File: src/rtl/ysyx_22041207_div.sv
// 64-bit restoring divider, signed/unsigned, with flush and fixed latency.
// Divide-by-zero and signed overflow skip the iteration loop entirely.
//
// state | meaning
// IDLE  | waiting for a request (div_ready high once the result pulse is gone)
// BUSY  | one restoring step per cycle, 64 steps
// DONE  | sign-correct and publish the result on the following edge
module ysyx_22041207_div (
    input  logic        clk,
    input  logic        rst,
    input  logic        div_valid,
    input  logic        flush,
    input  logic        div_signed,
    input  logic [63:0] dividend,
    input  logic [63:0] divisor,
    output logic        div_ready,
    output logic        out_valid,
    output logic [63:0] quotient,
    output logic [63:0] remainder
);

    typedef enum logic [1:0] {IDLE, BUSY, DONE} state_t;

    state_t       state, state_nxt;
    logic [127:0] acc;
    logic [63:0]  dvs_q;
    logic         q_neg, r_neg;
    logic [6:0]   cnt;

    logic         accept, div_zero, ovf;
    logic [63:0]  dvd_abs, dvs_abs;
    logic         no_borrow;
    logic [63:0]  diff;
    logic [127:0] acc_step;
    logic [63:0]  q_fin, r_fin;

    assign accept   = div_valid && div_ready && !flush;
    assign div_zero = (divisor == 64'd0);
    assign ovf      = div_signed && (dividend == 64'h8000_0000_0000_0000) && (divisor == '1);
    assign dvd_abs  = (div_signed && dividend[63]) ? -dividend : dividend;
    assign dvs_abs  = (div_signed && divisor[63]) ? -divisor : divisor;

    // Shifted partial remainder is 65 bits wide: acc[127] is its carry-out.
    assign no_borrow = (acc[127:63] >= {1'b0, dvs_q});
    assign diff      = acc[126:63] - dvs_q;
    assign acc_step  = no_borrow ? {diff, acc[62:0], 1'b1} : {acc[126:0], 1'b0};

    assign q_fin = q_neg ? -acc[63:0] : acc[63:0];
    assign r_fin = r_neg ? -acc[127:64] : acc[127:64];

    assign div_ready = (state == IDLE) && !out_valid;

    always_comb begin
        state_nxt = state;
        case (state)
            IDLE: if (accept) state_nxt = (div_zero || ovf) ? DONE : BUSY;
            BUSY: begin
                if (flush)                state_nxt = IDLE;
                else if (cnt == 7'd63)    state_nxt = DONE;
            end
            DONE:    state_nxt = IDLE;
            default: state_nxt = IDLE;
        endcase
    end

    always_ff @(posedge clk) begin
        if (rst) state <= IDLE;
        else     state <= state_nxt;
    end

    always_ff @(posedge clk) begin
        if (rst) begin
            cnt       <= 7'd0;
            acc       <= 128'd0;
            dvs_q     <= 64'd0;
            q_neg     <= 1'b0;
            r_neg     <= 1'b0;
            out_valid <= 1'b0;
            quotient  <= 64'd0;
            remainder <= 64'd0;
        end else begin
            out_valid <= (state == DONE) && !flush;
            if ((state == DONE) && !flush) begin
                quotient  <= q_fin;
                remainder <= r_fin;
            end
            if (accept) begin
                cnt   <= 7'd0;
                dvs_q <= dvs_abs;
                // Special cases preload the final answer with no sign correction.
                if (div_zero) begin
                    acc   <= {dividend, 64'hFFFF_FFFF_FFFF_FFFF};
                    q_neg <= 1'b0;
                    r_neg <= 1'b0;
                end else if (ovf) begin
                    acc   <= {64'd0, dividend};
                    q_neg <= 1'b0;
                    r_neg <= 1'b0;
                end else begin
                    acc   <= {64'd0, dvd_abs};
                    q_neg <= div_signed && (dividend[63] ^ divisor[63]);
                    r_neg <= div_signed && dividend[63];
                end
            end else if (state == BUSY) begin
                cnt <= cnt + 7'd1;
                acc <= acc_step;
            end
        end
    end

endmodule

File: config.mk
export PLATFORM = sky130hd
export DESIGN_NAME = ysyx_22041207_div
export DESIGN_NICKNAME = d
export VERILOG_FILES = /design/src/rtl/ysyx_22041207_div.sv
export SDC_FILE = /design/constraint.sdc
export NUM_CORES = 1
export LEC_CHECK = 0
export CAP_MARGIN = 20
export CORE_ASPECT_RATIO = 0.8
export CORE_UTILIZATION = 61
export DETAILED_ROUTE_END_ITERATION = 16
export DONT_BUFFER_PORTS = 1
export PLACE_DENSITY = 0.77
export SLEW_MARGIN = 15
export SYNTH_ARGS = -nofsm -noshare
export SYNTH_HDL_FRONTEND = slang
export SYNTH_SLANG_ARGS = --single-unit
File: constraint.sdc
create_clock -name clk -period 8.7 [get_ports clk]
set_input_delay 1.74 -clock clk [delete_from_list [all_inputs] [get_ports clk]]
set_output_delay 1.74 -clock clk [all_outputs]
set_load 0.05 [all_outputs]
# Yosys cells after proc, flatten, opt, wreduce, memory -nomap -nowiden
# Cells that the tools add are included.
# W data, S select, Z words.
# word_totals
reg_bits	332
out_inout_bits	130
wordCells	59
# classes
bitwise	1
mux	18
add_sub_neg	6
reduce_logical	17
n_lt_le_gt_ge	1
n_eq_ne	7
# ops
operator	n
$mux W128	4
$mux W64	5
$neg A64 Y64	4
$eq A64 B64 Y1 const B	2
$ge A65 B64 Y1	1
$logic_not A64 Y1	1
$sub A64 B64 Y64	1
$logic_and A1 B1 Y1	9
$mux W2	4
$add A7 B1 Y7 const B	1
$eq A7 B6 Y1 const B	1
$mux W1	4
$pmux W2 S2	1
$ne A3 B3 Y1 const B	1
$eq A2 B1 Y1 const B	1
$eq A2 B2 Y1 const B	1
$logic_not A1 Y1	2
$logic_not A2 Y1	1
$ne A2 B2 Y1 const B	1
$reduce_and A2 Y1	1
$reduce_bool A2 Y1	1
$reduce_or A2 Y1	1
$logic_or A1 B1 Y1	1
$xor A1 B1 Y1	1

# Depth between registers and ports, before layout
# logic_depth
ltp_word	7
depth_mapped	15

# Least setup slack after synthesis
# No wires, ideal clock.
# synth_timing
kind	input port to flip-flop
startpoint	in dividend[27]
endpoint	reg acc[9]
required_ns	8.605
t_arrival_ns	4.724
setup_slack_ns	3.880
stages	13
n_path_buf	3
cell_sequence	or4_1 > or2_2 > or4_1 > nor2_1 > and2_1 > clkbuf_1 > nand4b_1 > nor2b_1 > clkbuf_1 > clkbuf_1 > o41ai_1 > xor2_1 > a221oi_1
# synth_between
elab_chain_cells	6
# synth_rtl
item	line	rtl
from (decl)	14	input logic [63:0] dividend,
$eq A64 B64 Y1	39	assign ovf = div_signed && (dividend == 64'h8000_0000_0000_0000) && (divisor == '1);
$logic_and A1 B1 Y1 (2 in series)	39	
$mux W64	95	end else if (ovf) begin
$mux W128	91	if (div_zero) begin
$mux W128	87	if (accept) begin
to (signal assigned)	92	acc <= {dividend, 64'hFFFF_FFFF_FFFF_FFFF};
to (signal assigned)	96	acc <= {64'd0, dividend};
to (signal assigned)	100	acc <= {64'd0, dvd_abs};
to (decl)	25	logic [127:0] acc;
# No other way between the ends.
# A chain may end at the register's enable or synchronous reset.

# Final worst setup path
# layout_timing
startpoint	in divisor[2]
endpoint	reg dvs_q[61]
# layout_between
elab_chain_cells	2
# layout_rtl
item	line	rtl
from (decl)	15	input logic [63:0] divisor,
$neg A64 Y64	41	assign dvs_abs = (div_signed && divisor[63]) ? -divisor : divisor;
$mux W64	41	
to (signal assigned)	89	dvs_q <= dvs_abs;
to (decl)	26	logic [63:0] dvs_q;
# No other way between the ends.

==> metrics <==
synth warn=0; Setup crit end=dvs_q[61]$_SDFFE_PP0P_; Rel. slew slack=21.9%; Async SR Flop Fraction=0%; CP startpoint=divisor[2]; Syn-to-layout area delta=5.38%; Final Hold Viols=0; Final Max Tran Viols=0; placed insts=3158; post-CTS setup buffer count=0; Syn Inst Count=2863; Layout Nets=2920; Horiz. Die Dim=215 um; WL per Instance=22.6 um; count leader, synth=dfxtp_1; Clk Latency, worst-skew pair=550 ps; Setup CP Type=in2reg; share of cells above drive strength 1=4.30%; status=finished, final reports clean; grt total ovfl=0; DRT iter0 DRCs=2618; footprint of the multi-input gates=14500 um2; Pre-Repair DR Iteration Count=6; Crit Path Max Fanout=8; Worst Path Arrival=5350 ps; min Tclk post-route=4930 ps; Post-Syn Nets=3067; CTS HTree Levels=2; fin crit share=56.7%; skew final=20.5 ps; die footprint=37200 um2; final non-filler cell total=3221; Post-synth top cells=332 x dfxtp_1, 329 x nor2_1, 225 x nand2_1; Cell Pwr Density=228 nW/um2; largest net degree at the start of global routing=334; dpl hpwl=54.2 mm; Seq/Total Area, Yosys=29.9%; vias per cell=6.75; Reg area=6650 um2; Synth Flop Type=dfxtp_1; PostCTS Resize Cnt=0; root buffer cell=clkbuf_16; Worst Setup End Kind=flip-flop; Pleak=0.00854 uW; maximum clock path buffer count=3; Rows=62; CTS Sinks=332; cell taking the most area after synthesis=dfxtp_1; Chip Height=173 um; IO Count=263; initial antenna violation count=0; Synth top area share=29.9%; DRC Markers=0; CP Launch Type=input port; PortBufs=0; reg2reg end=acc[114]$_SDFFE_PP0P_; R2R Setup Slk=3910 ps; number of global-route vias before repair=20100; RSZ-0062 raised after global routing=no; synth top area cells=dfxtp_1 30%, xor2_1 8.3%, a211oi_1 5.8%, nor2_1 5.6%, a21oi_1 4.8%; fillers=3151; final WL=72.7 mm; Core ar.=35900 um2; post-route ant nets=0; count of maximum capacitance violations=0; EDFF count, synth=0; Cell Area, Synth=22200 um2; TritonCTS buffer count=35; total number of vias=21700; CTS tree=done; first-pass GRT wire length=113 mm; worst hold path class=reg2reg; Worst Path Required=9120 ps; number of hold buffers added after cts=0; hold path startpoint=dvs_q[32]$_SDFFE_PP0P_; highest clock rate=0.203 GHz; Least-Margin Pin Slew=1160 ps; Final GP Congestion=0.980; Initial Util=61.9%; reg2reg start=acc[79]$_SDFFE_PP0P_; Distinct cells, synth=72; worst vdd ir=0.137 mV; GRT Overall Usage=37.5%; Setup Viol. Count Final=0; R2R cell count=12; Synth Register Bits=332; setup TNS=0 ps; mean area per synthesized cell=7.77 um2; CTS clk-pin slew, worst paths=60 ps; diode count=0
[per-stage QoR]
step	hold slack [ps]	util, %	cell area (um2)	worst slack (ps)	total power (uW)
floorplan	432	-	22200	3880	3320
global placement	438	62.0	22300	3620	3780
detailed placement	444	62.0	22300	3440	3810
CTS	455	65.2	23400	3990	5310
global route	492	65.2	23400	3490	5600
finish	456	65.2	23400	3770	5340
[worst max-delay path: stages]
cell,delay [ps]
nor4_1,570
nor4bb_1,740
nand4_1,460
nor4_1,530
nand2_1,200
nor2_1,350
nand2_1,130
o31ai_1,260
xor2_1,110
a211oi_1,250
[how the worst min path moves through the flow]
stage / endpoint / slack, ps / cells past startpoint
floorplan: dvs_q[32]$_SDFFE_PP0P_ / 430 / 2
global placement: dvs_q[56]$_SDFFE_PP0P_ / 440 / 2
detailed placement: dvs_q[54]$_SDFFE_PP0P_ / 440 / 2
CTS: dvs_q[54]$_SDFFE_PP0P_ / 450 / 2
global route: dvs_q[32]$_SDFFE_PP0P_ / 490 / 2
finish: dvs_q[32]$_SDFFE_PP0P_ / 460 / 2
[routing by layer]
metal	vias to the layer above	global-route usage, %	routed length, um	share of wire [%]
met2	1071	58.3	32300	44
met1	10300	50.6	30600	42
met3	165	8.34	7070	9.7
met5	-	0	0	0
met4	0	14.2	2810	3.9
li1	10200	-	-	-
[cell type report]
class                      instances  area share [%]
multi-input combinational       2227            61.9
sequential                       332            28.4
clock buffer                      47            4.32
tap                              480            2.56
inverter                          98            1.57
timing repair buffer              22           0.758
clock inverter                    15           0.502
[where the power goes]
| part | switching, uW | internal [uW] | total, uW |
|---|---|---|---|
| clock network | 659 | 851 | 1510 |
| logic | 1220 | 737 | 1960 |
| registers | 245 | 1630 | 1880 |
| total | 2120 | 3220 | 5340 |
[cells in the final DEF (no fill, tap or decap), types with 19 or more instances in the layout]
| cell type | synthesis | layout |
|---|---|---|
| o22ai_1 | 21 | 21 |
| nand4_1 | 48 | 48 |
| a211oi_1 | 173 | 173 |
| a22oi_1 | 33 | 33 |
| nor4_1 | 45 | 45 |
| dfxtp_1 | 332 | 330 |
| o41ai_1 | 36 | 36 |
| or4_1 | 24 | 24 |
| o21ai_0 | 127 | 127 |
| inv_1 | 98 | 98 |
| nand3_1 | 32 | 32 |
| nor3_1 | 54 | 53 |
| a221oi_1 | 65 | 65 |
| clkbuf_16 | 0 | 36 |
| nor2_1 | 329 | 327 |
| a21oi_1 | 213 | 213 |
| xor2_1 | 211 | 211 |
| mux2i_1 | 68 | 68 |
| xnor2_1 | 89 | 89 |
| nand2_1 | 225 | 225 |
| buf_4 | 0 | 21 |
| ha_1 | 70 | 70 |
| o31ai_1 | 70 | 70 |
| o21bai_1 | 19 | 19 |
| nand2b_1 | 30 | 29 |
| or3_1 | 54 | 54 |
[flip-flops by register name, summed over array words and instances (netlist names)]
| name | cells |
|---|---|
| q_neg | 1 |
| quotient | 64 |
| state | 2 |
| acc | 128 |
| remainder | 64 |
| dvs_q | 64 |
| cnt | 7 |
| r_neg | 1 |
| out_valid | 1 |
[cells by family (layout without fill, tap and decap cells)]
group           count (synthesis)  in the layout  share of synthesized area [%]
simple gates                  921            921                           19.7
fa+ha+maj                      71             71                           4.03
buf+inv                       304            182                           5.14
flops                         332            332                           29.9
compound gates                860            860                           26.0
mux                            75             75                           3.42
xor+xnor                      300            300                           11.8
Note: power is estimated with default switching activity, not from simulation.
